`config.mk`:
```
export PLATFORM = sky130hd
export DESIGN_NAME = bat_ram_arbiter
export DESIGN_NICKNAME = d
export VERILOG_FILES = /design/src/rtl/bat_pkg.sv /design/src/rtl/bat_rr_pick.sv /design/src/rtl/bat_ram_arbiter.sv
export SDC_FILE = /design/constraint.sdc
export NUM_CORES = 1
export LEC_CHECK = 0
export CAP_MARGIN = 20
export CORE_ASPECT_RATIO = 1.5
export CORE_MARGIN = 2
export CORE_UTILIZATION = 44
export DETAILED_ROUTE_END_ITERATION = 7
export PLACE_DENSITY = 0.81
export SYNTH_ARGS = -nofsm -noshare
export SYNTH_HDL_FRONTEND = slang
export SYNTH_HIERARCHICAL = 1
export SYNTH_SLANG_ARGS = --single-unit
```
`constraint.sdc`:
```
create_clock -name CLK -period 2.55 [get_ports CLK]
set_clock_uncertainty 0.1 [all_clocks]
set_input_delay 0.3825 -clock CLK [delete_from_list [all_inputs] [get_ports CLK]]
set_output_delay 0.3825 -clock CLK [all_outputs]
set_load 0.005 [all_outputs]
```
`src/rtl/bat_pkg.sv`:
```
// Shared types and constants for the BAT MAR/RAM arbiter.
package bat_pkg;

    typedef enum logic [1:0] {
        IDLE,
        ADDR,
        XFER,
        DONE
    } bat_state_t;

    localparam logic PORT_CPU = 1'b0;
    localparam logic PORT_LDR = 1'b1;

    localparam logic RW_READ  = 1'b1;
    localparam logic RW_WRITE = 1'b0;

    function automatic logic [1:0] port_onehot(input logic port);
        return port ? 2'b10 : 2'b01;
    endfunction

endpackage

```
`src/rtl/bat_rr_pick.sv`:
```
// Round-robin port selection with lock retention; purely combinational.
module bat_rr_pick
    import bat_pkg::*;
(
    input  logic [1:0] req,
    input  logic [1:0] lock,
    input  logic       cur,
    input  logic       last,
    input  logic       burst_lim,
    output logic       pick,
    output logic       valid
);

    logic other;

    always_comb begin
        other = ~cur;
        valid = |req;
        pick  = PORT_CPU;
        // A sole locked requester is never forced to yield.
        if (req[cur] && lock[cur] && (!burst_lim || !req[other])) begin
            pick = cur;
        end else if (&req) begin
            pick = ~last;
        end else if (req[PORT_LDR]) begin
            pick = PORT_LDR;
        end else begin
            pick = PORT_CPU;
        end
    end

endmodule

```
`src/rtl/bat_ram_arbiter.sv`:
```
// Two-port MAR/RAM arbiter: grants one requester, sequences MAR load then RAM
// enable, and returns read data alongside a one-cycle acknowledge.
module bat_ram_arbiter
    import bat_pkg::*;
#(
    parameter int ADDR_W    = 8,
    parameter int DATA_W    = 16,
    parameter int MAX_BURST = 4
)(
    input  logic              CLK,
    input  logic              RST,
    input  logic [1:0]        REQ,
    input  logic [1:0]        LOCK,
    input  logic [1:0]        RW,
    input  logic [ADDR_W-1:0] ADDR0,
    input  logic [ADDR_W-1:0] ADDR1,
    input  logic [DATA_W-1:0] WDATA0,
    input  logic [DATA_W-1:0] WDATA1,
    output logic [1:0]        GNT,
    output logic [1:0]        ACK,
    output logic [DATA_W-1:0] RDATA,
    output logic              MAR_LOAD,
    output logic [ADDR_W-1:0] MAR_ADDR,
    output logic              RAM_EN,
    output logic              RAM_RW,
    output logic [DATA_W-1:0] RAM_WDATA,
    input  logic [DATA_W-1:0] RAM_RDATA,
    output logic              BUSY
);

    localparam int BW = $clog2(MAX_BURST + 1);
    localparam logic [BW-1:0] BURST_MAX = BW'(MAX_BURST);

    bat_state_t        state_reg, state_next;
    logic              cur_reg, cur_next;
    logic              last_reg, last_next;
    logic [BW-1:0]     burst_reg, burst_next;
    logic              rw_lat_reg, rw_lat_next;
    logic [DATA_W-1:0] wdata_lat_reg, wdata_lat_next;
    logic [1:0]        gnt_reg, gnt_next;
    logic [1:0]        ack_reg, ack_next;
    logic [DATA_W-1:0] rdata_reg, rdata_next;
    logic              mar_load_reg, mar_load_next;
    logic [ADDR_W-1:0] mar_addr_reg, mar_addr_next;
    logic              ram_en_reg, ram_en_next;
    logic              ram_rw_reg, ram_rw_next;
    logic [DATA_W-1:0] ram_wdata_reg, ram_wdata_next;
    logic              busy_reg, busy_next;

    logic [1:0] lock_eff;
    logic       burst_lim;
    logic       pick;
    logic       pick_valid;
    logic       keep;

    // Lock only matters at the end of a transfer; IDLE arbitration ignores it.
    assign lock_eff  = (state_reg == DONE) ? LOCK : 2'b00;
    assign burst_lim = (burst_reg >= BURST_MAX);

    bat_rr_pick u_pick (
        .req       (REQ),
        .lock      (lock_eff),
        .cur       (cur_reg),
        .last      (last_reg),
        .burst_lim (burst_lim),
        .pick      (pick),
        .valid     (pick_valid)
    );

    // Re-picking the current port with its lock asserted can only come from
    // the lock override: the plain tie rule would have chosen the other port.
    assign keep = pick_valid && (pick == cur_reg) && lock_eff[cur_reg];

    always_comb begin
        state_next     = state_reg;
        cur_next       = cur_reg;
        last_next      = last_reg;
        burst_next     = burst_reg;
        rw_lat_next    = rw_lat_reg;
        wdata_lat_next = wdata_lat_reg;
        gnt_next       = gnt_reg;
        ack_next       = 2'b00;
        rdata_next     = rdata_reg;
        mar_load_next  = 1'b0;
        mar_addr_next  = mar_addr_reg;
        ram_en_next    = 1'b0;
        ram_rw_next    = RW_READ;
        ram_wdata_next = ram_wdata_reg;

        case (state_reg)
            IDLE, DONE: begin
                gnt_next   = 2'b00;
                state_next = IDLE;
                if (pick_valid) begin
                    state_next     = ADDR;
                    cur_next       = pick;
                    last_next      = pick;
                    gnt_next       = port_onehot(pick);
                    rw_lat_next    = RW[pick];
                    wdata_lat_next = pick ? WDATA1 : WDATA0;
                    mar_addr_next  = pick ? ADDR1 : ADDR0;
                    mar_load_next  = 1'b1;
                    if (keep) begin
                        burst_next = (burst_reg == BURST_MAX) ? burst_reg
                                                              : burst_reg + BW'(1);
                    end else begin
                        burst_next = BW'(1);
                    end
                end
            end
            ADDR: begin
                state_next  = XFER;
                ram_en_next = 1'b1;
                ram_rw_next = rw_lat_reg;
                if (rw_lat_reg == RW_WRITE) begin
                    ram_wdata_next = wdata_lat_reg;
                end
            end
            XFER: begin
                state_next = DONE;
                ack_next   = port_onehot(cur_reg);
                if (rw_lat_reg == RW_READ) begin
                    rdata_next = RAM_RDATA;
                end
            end
            default: begin
                state_next = IDLE;
                gnt_next   = 2'b00;
            end
        endcase

        busy_next = (state_next != IDLE);
    end

    always_ff @(posedge CLK) begin
        if (!RST) begin
            state_reg     <= IDLE;
            cur_reg       <= PORT_CPU;
            last_reg      <= PORT_LDR;
            burst_reg     <= '0;
            rw_lat_reg    <= RW_READ;
            wdata_lat_reg <= '0;
            gnt_reg       <= 2'b00;
            ack_reg       <= 2'b00;
            rdata_reg     <= '0;
            mar_load_reg  <= 1'b0;
            mar_addr_reg  <= '0;
            ram_en_reg    <= 1'b0;
            ram_rw_reg    <= RW_READ;
            ram_wdata_reg <= '0;
            busy_reg      <= 1'b0;
        end else begin
            state_reg     <= state_next;
            cur_reg       <= cur_next;
            last_reg      <= last_next;
            burst_reg     <= burst_next;
            rw_lat_reg    <= rw_lat_next;
            wdata_lat_reg <= wdata_lat_next;
            gnt_reg       <= gnt_next;
            ack_reg       <= ack_next;
            rdata_reg     <= rdata_next;
            mar_load_reg  <= mar_load_next;
            mar_addr_reg  <= mar_addr_next;
            ram_en_reg    <= ram_en_next;
            ram_rw_reg    <= ram_rw_next;
            ram_wdata_reg <= ram_wdata_next;
            busy_reg      <= busy_next;
        end
    end

    assign GNT       = gnt_reg;
    assign ACK       = ack_reg;
    assign RDATA     = rdata_reg;
    assign MAR_LOAD  = mar_load_reg;
    assign MAR_ADDR  = mar_addr_reg;
    assign RAM_EN    = ram_en_reg;
    assign RAM_RW    = ram_rw_reg;
    assign RAM_WDATA = ram_wdata_reg;
    assign BUSY      = busy_reg;

endmodule
```
==> impl_summary.log, run 1 <==
INFO  metric tritoncts = yes
INFO  metric setup.worst_path.end_class = register
INFO  metric num_vias = ~2700
INFO  metric grt_first_pass_wirelength = approximately 12000 um
INFO  metric overflow_left_after_global_routing = 0
INFO  metric die_height = between 100 and 150 um
INFO  metric die_width = slightly above 70 um
INFO  metric post_synth.cell_area_avg = 9.27 um2
INFO  metric core_region_area = 6810 um2
INFO  metric drtAntennaViolNets = 0
INFO  metric setup_viol = 0
INFO  metric achievable_clock_frequency = 0.438 GHz
INFO  metric groute.layer.met1.usage = a little over a fifth
INFO  metric count_of_maximum_capacitance_violations = 0
INFO  metric final_net_count = 519
INFO  metric cp.arrival = 2400 ps
INFO  metric synth.ff_latch_count = 72
INFO  metric rr_worst_depth = 7
INFO  metric cts_sinks = between 70 and 80
INFO  metric rsz0062_at_grt = no
INFO  metric cts.path.max_buffers = 2
INFO  metric finalCritPeriodShare = 89.5%
INFO  metric drc = 0
INFO  metric yosys.area.top_type_share = a little under half
INFO  metric placedInstanceArea = around 4300 um2
INFO  metric peakVddDrop = about 0.5 mV
INFO  metric avgViaCountPerCell = around 5.1
INFO  metric tightestPinTransition = between 600 and 700 ps
INFO  metric cts.hold.buffers_added = 0
INFO  metric synth_top_cells_by_area = sky130_fd_sc_hd__dfxtp_1 (47%), sky130_fd_sc_hd__nand2_1 (12%), sky130_fd_sc_hd__a21boi_1 (8.8%)
INFO  metric result_of_the_run = finished clean
INFO  metric layout-area-overhead-vs-synth = 48.0%
INFO  metric mostFrequentLayoutCell = sky130_fd_sc_hd__clkdlybuf4s50_1
INFO  metric met3_usage = about 3.6%
INFO  metric insertion_delay = 340 ps
INFO  metric insertedDiodeCount = 0
INFO  metric synth_warnings = 6
INFO  metric globalRoute.busiestLayer = met2
INFO  metric netlist_instances = roughly 330
INFO  metric yosysTopAreaCell = sky130_fd_sc_hd__dfxtp_1
INFO  metric floorplan.rows = 37
INFO  metric floorplan.io_pins = 120
INFO  metric power_leakage = roughly 1.9 nW
INFO  metric powerDensity = 863 nW/um2
INFO  metric crit_path_max_fanout = 5
INFO  metric synth.lib_cells_used.distinct = 34
INFO  metric netlist_area_before_placement = 3080 um2
INFO  metric gr-usage-all-layers = around 20%
INFO  metric grt_max_degree = 47
INFO  metric fillers = about 550
INFO  metric crit_type = reg2reg
INFO  metric final_worst_setup_slack = approximately 270 ps
INFO  metric timing.setup.tns = 0 ps
INFO  metric min_path_type = reg2reg
INFO  metric grt_antenna_before_repair = 0
INFO  metric cts_root_buffer = sky130_fd_sc_hd__clkbuf_8
INFO  metric synth_sequential_area_ratio = between 40% and 50%
INFO  metric portBuffers = 119
INFO  metric use_met2 = ~35%
INFO  metric wl_per_cell = 14.2 um
INFO  metric place_congestion = between 0.8 and 0.9
INFO  metric net_count_after_synthesis = 409
INFO  metric die_area = 7700 um2
INFO  metric design_area = 4560 um2
INFO  metric synth_edf_count = 0
INFO  metric drive_gt1_share = 6.49%
INFO  metric hpwl_detailed = 5330 um
INFO  metric cts-buffers-inserted = 9
INFO  metric fin_crit = roughly 2300 ps
INFO  metric ctsHtreeMaxLevel = 3
INFO  metric floorplan.initialDensity = 45.2%
INFO  metric detailedPlace.worstSlack = between 20 and 25 ps
INFO  metric max-slew-margin-rel = 53.6%
INFO  metric drt-total-wl = around 7400 um
INFO  metric clock_transition_at_path_regs = 80 ps
INFO  metric most-common-layout-cells = sky130_fd_sc_hd__clkdlybuf4s50_1 (118), sky130_fd_sc_hd__nand2_1 (97), sky130_fd_sc_hd__dfxtp_1 (72), sky130_fd_sc_hd__a21boi_1 (36), sky130_fd_sc_hd__mux2i_1 (25)
INFO  metric timing.critical_path.from_type = register
INFO  metric post_cts_buffers = 0
INFO  metric worst_hold_slack = approximately 350 ps
INFO  metric slew_violations = 0
INFO  metric drt_first_iter_violations = between 100 and 150
INFO  metric top_flip_flop_cell_by_instance_count_after_synthesis = sky130_fd_sc_hd__dfxtp_1
INFO  metric first_global_vias = roughly 2600
INFO  metric worstPathRequired = around 2700 ps
INFO  metric synth_async_sr_flop_share = 0%
INFO  metric detailedRoute.firstPassIterationCount = 5
INFO  metric post_cts_resize_count = 0
INFO  metric finalHoldViolCount = 0
INFO  metric instance_count_along_the_most_critical_hold_path = 2
[logic make-up (layout without fill, tap and decap cells)]
family	count (synthesis)	after routing	share of synthesized area (%)
fa+ha+maj	5	5	2.03
buf+inv	35	150	5.40
mux	25	25	8.13
compound gates	74	74	20.2
flops	72	72	46.8
simple gates	121	121	17.5
[per-stage QoR]
step / total power [W] / instances / utilization, %
2_1_floorplan: 0.00230 / 332 / -
3_3_place_gp: 0.00285 / 509 / 63.4
3_5_place_dp: 0.00289 / 509 / 63.4
4_1_cts: 0.00398 / 525 / 67.0
5_1_grt: 0.00417 / 525 / 67.0
6_report: 0.00393 / 525 / 67.0
[layer usage]
metal	share of wire, %	routed length (um)
met1	39	2890
met2	53	3980
met3	5.2	386
met4	2.5	186
met5	0	0
[power by group]
group,internal (W),switching [W]
combinational,0.000710,0.000609
sequential,0.00139,0.000145
clock,0.000651,0.000427
total,0.00275,0.00118
[cell type report]
class	count	area (um2)	share of cell area (%)
flip-flops and latches	72	1440	31.6
well taps	78	97.6	2.14
multi-input cells	225	1470	32.3
clock inverters	7	119	2.61
clock buffers	9	124	2.72
repair buffers	125	1270	27.8
inverters	9	33.8	0.741
[path summary, 6_finish.rpt]
path	startpoint	end	slack, ps
max	state_reg[0]	burst_reg[0]	270
min	wdata_lat_reg[2]	RAM_WDATA[2]	350
max reg2reg	state_reg[0]	burst_reg[0]	270
min reg2reg	wdata_lat_reg[2]	RAM_WDATA[2]	350
[cells in the mapped netlist (2+ instances only)]
cell type / instances
sky130_fd_sc_hd__mux2i_1: 25
sky130_fd_sc_hd__nand2_1: 97
sky130_fd_sc_hd__nand2b_1: 5
sky130_fd_sc_hd__o211ai_1: 2
sky130_fd_sc_hd__a21oi_1: 3
sky130_fd_sc_hd__and3_1: 3
sky130_fd_sc_hd__o211a_1: 24
sky130_fd_sc_hd__and2_1: 6
sky130_fd_sc_hd__buf_4: 3
sky130_fd_sc_hd__nor2b_1: 2
sky130_fd_sc_hd__clkbuf_1: 9
sky130_fd_sc_hd__o21ai_0: 2
sky130_fd_sc_hd__ha_1: 5
sky130_fd_sc_hd__inv_1: 9
sky130_fd_sc_hd__dfxtp_1: 72
sky130_fd_sc_hd__a21boi_1: 36
sky130_fd_sc_hd__buf_2: 12
[worst max-delay path, cell delays in order, from the launching register on]
cell and delay [ps]:
sky130_fd_sc_hd__dfxtp_1 370, sky130_fd_sc_hd__ha_1 290, sky130_fd_sc_hd__and2_1 160, sky130_fd_sc_hd__a21oi_1 60, sky130_fd_sc_hd__o311a_2 390, sky130_fd_sc_hd__nand4bb_4 260
sky130_fd_sc_hd__a2111oi_1 430, sky130_fd_sc_hd__nor3_1 110
Note: power is estimated with default switching activity, not from simulation.
==> run 2: changes to the inputs <==
--- a/config.mk
+++ b/config.mk
@@ -11,6 +11,7 @@
 export CORE_UTILIZATION = 44
 export DETAILED_ROUTE_END_ITERATION = 7
 export PLACE_DENSITY = 0.81
+export RECOVER_POWER = 25
 export SYNTH_ARGS = -nofsm -noshare
 export SYNTH_HDL_FRONTEND = slang
 export SYNTH_HIERARCHICAL = 1
==> run 2 against run 1 <==
  * Fmax barely moved
  * The run now ends with max-capacitance violations, max-slew violations left
  * Routed wire length is 0.42% lower
  * Die area did not move
  * Sequential share of layout area barely moved
  * Critical path depth unchanged
  * Sequential power is essentially flat
  * Largest power group unchanged
==> impl_summary.log, run 2 (same netlist as run 1, synthesis figures left out) <==
INFO  metric peakVddDrop = 0.500 mV
INFO  metric tightestPinTransition = about 1600 ps
INFO  metric cts_sinks = a little over 70
INFO  metric detailedRoute.firstPassIterationCount = 4
INFO  metric floorplan.io_pins = 120
INFO  metric drive_gt1_share = approximately 6.3%
INFO  metric fin_crit = approximately 2300 ps
INFO  metric postLayoutCoreUtil = approximately two thirds
INFO  metric power_frac_comb = between 30% and 40%
INFO  metric routed.top_layer = met4
INFO  metric placedInstanceArea = approximately 4300 um2
INFO  metric grt_first_pass_wirelength = about 12000 um
INFO  metric floorplan.initialDensity = between 40% and 50%
INFO  metric clock_transition_at_path_regs = approximately 90 ps
INFO  metric drt-total-wl = about 7400 um
INFO  metric slowest_stage = sky130_fd_sc_hd__a2111oi_1
INFO  metric intPower = between 0.002 and 0.003 W
INFO  metric insertion_delay = 340 ps
INFO  metric power.share.switching = 30.1%
INFO  metric timing.setup.tns = 0 ps
INFO  metric most-common-layout-cells = sky130_fd_sc_hd__clkdlybuf4s50_1 (111), sky130_fd_sc_hd__nand2_1 (97), sky130_fd_sc_hd__dfxtp_1 (72), sky130_fd_sc_hd__mux2i_1 (25), sky130_fd_sc_hd__o211a_1 (24)
INFO  metric powerDensity = about 860 nW/um2
INFO  metric r2r_start = state_reg[1]
INFO  metric cts-buffers-inserted = 9
INFO  metric rsz0062_at_grt = no
INFO  metric seq_power_share = 39.1%
INFO  metric insertedDiodeCount = 0
INFO  metric place_congestion = between 0.8 and 0.9
INFO  metric rr_worst_depth = 7
INFO  metric slew_violations = 47
INFO  metric critical_path.reg2reg.endpoint = burst_reg[0]
INFO  metric instance_count_along_the_most_critical_hold_path = 2
INFO  metric count_of_maximum_capacitance_violations = 1
INFO  metric result_of_the_run = finished, violations left
INFO  metric netSwitchingPower = ~0.0012 W
INFO  metric avgViaCountPerCell = 5.04
INFO  metric setup.worst_path.end_class = register
INFO  metric timing.critical_path.from_type = register
INFO  metric first_global_vias = 2596
INFO  metric timing.reg2reg.setup_slack = 270 ps
INFO  metric cts.hold.buffers_added = 0
INFO  metric design_area = 4560 um2
INFO  metric worstHoldStart = wdata_lat_reg[13]
INFO  metric die_area = between 7000 and 8000 um2
INFO  metric grt_antenna_before_repair = 0
INFO  metric min_path_type = reg2reg
INFO  metric setup_viol = 0
INFO  metric worstPathRequired = between 2000 and 3000 ps
INFO  metric finalHoldViolCount = 0
INFO  metric final_net_count = just over 500
INFO  metric drtAntennaViolNets = 0
INFO  metric hpwl_detailed = approximately 5300 um
INFO  metric layout-area-overhead-vs-synth = 48.0%
INFO  metric drt-met1-wl = 2870 um
INFO  metric overflow_left_after_global_routing = 0
INFO  metric tritoncts = yes
INFO  metric die_width = 72.3 um
INFO  metric route.met3.wl = around 380 um
INFO  metric drt_first_iter_violations = 114
INFO  metric drc = 0
INFO  metric post_cts_resize_count = 0
INFO  metric achievable_clock_frequency = between 0.4 and 0.5 GHz
INFO  metric ctsHtreeMaxLevel = 3
INFO  metric post_cts_buffers = 0
INFO  metric wl_per_cell = roughly 14 um
INFO  metric num_vias = 2645
INFO  metric critical_path_cell_list = ha_1 > and2_1 > a21oi_1 > o311a_2 > nand4bb_4 > a2111oi_1 > nor3_1
INFO  metric grt_max_degree = 47
INFO  metric wl_met2 = slightly below 4000 um
INFO  metric gr-usage-all-layers = 19.9%
INFO  metric crit_path_max_fanout = 5
INFO  metric floorplan.rows = 37
INFO  metric mostFrequentLayoutCell = sky130_fd_sc_hd__clkdlybuf4s50_1
INFO  metric power.share.clock = 27.5%
INFO  metric finalCritPeriodShare = between 80% and 90%
INFO  metric cp.arrival = roughly 2400 ps
INFO  metric failed_checks = max-capacitance violations, max-slew violations
INFO  metric cts_root_buffer = sky130_fd_sc_hd__clkbuf_8
INFO  metric die_height = roughly 110 um
INFO  metric worstHoldEndpoint = RAM_WDATA[13]
INFO  metric portBuffers = roughly 120
INFO  metric core_region_area = 6810 um2
INFO  metric design_power_total = ~0.004 W
INFO  metric power_leakage = between 1.5 and 2 nW
INFO  metric cts.path.max_buffers = 2
INFO  metric crit_type = reg2reg
INFO  metric max-slew-margin-rel = -9.03%
INFO  metric worst_path_largest_cell_delay = between 400 and 500 ps
[run 2: cell type report]
cell class              count  area [um2]
flip-flops and latches     72        1440
clock buffers               9         124
multi-input cells         225        1470
inverters                   9        33.8
clock inverters             7         119
repair buffers            125        1270
well taps                  78        97.6
fillers                   552        2250
[run 2: worst max-delay path by stage]
stage                            start          endpoint  slack [ps]  cells past startpoint
after CTS                 state_reg[0]      burst_reg[0]         270                      7
after global routing      state_reg[0]  wdata_lat_reg[5]         180                      9
final                     state_reg[1]      burst_reg[0]         270                      7
after global placement         LOCK[0]      burst_reg[0]         100                      7
after floorplan           state_reg[0]      burst_reg[0]         480                      9
after detailed placement       LOCK[0]      burst_reg[0]          20                      7
[run 2: critical path: cells and delay by family (launching register included)]
kind,cells,cell delay [ps]
flops,1,370
compound gates,3,880
simple gates,3,530
fa+ha+maj,1,290
[run 2: routing by layer]
layer / global-route usage, % / up-vias
met5: 0 / -
met1: 21.5 / 1211
met3: 3.60 / 14
met2: 35.5 / 78
met4: 11.2 / 0
li1: - / 1342
[run 2: power by group through the flow]
| stage | sequential [W] | clock (W) | combinational [W] |
|---|---|---|---|
| floorplan | 0.00155 | 0 | 0.000754 |
| global placement | 0.00154 | 0 | 0.00130 |
| detailed placement | 0.00156 | 0 | 0.00133 |
| CTS | 0.00153 | 0.00111 | 0.00134 |
| global route | 0.00156 | 0.00114 | 0.00146 |
| finish | 0.00153 | 0.00108 | 0.00131 |
[run 2: through the flow]
step	hold slack (ps)	instances	setup slack (ps)
4_1_cts	353	525	273
3_5_place_dp	345	509	24.1
3_3_place_gp	337	509	103
2_1_floorplan	331	332	477
6_report	349	525	267
5_1_grt	375	525	178
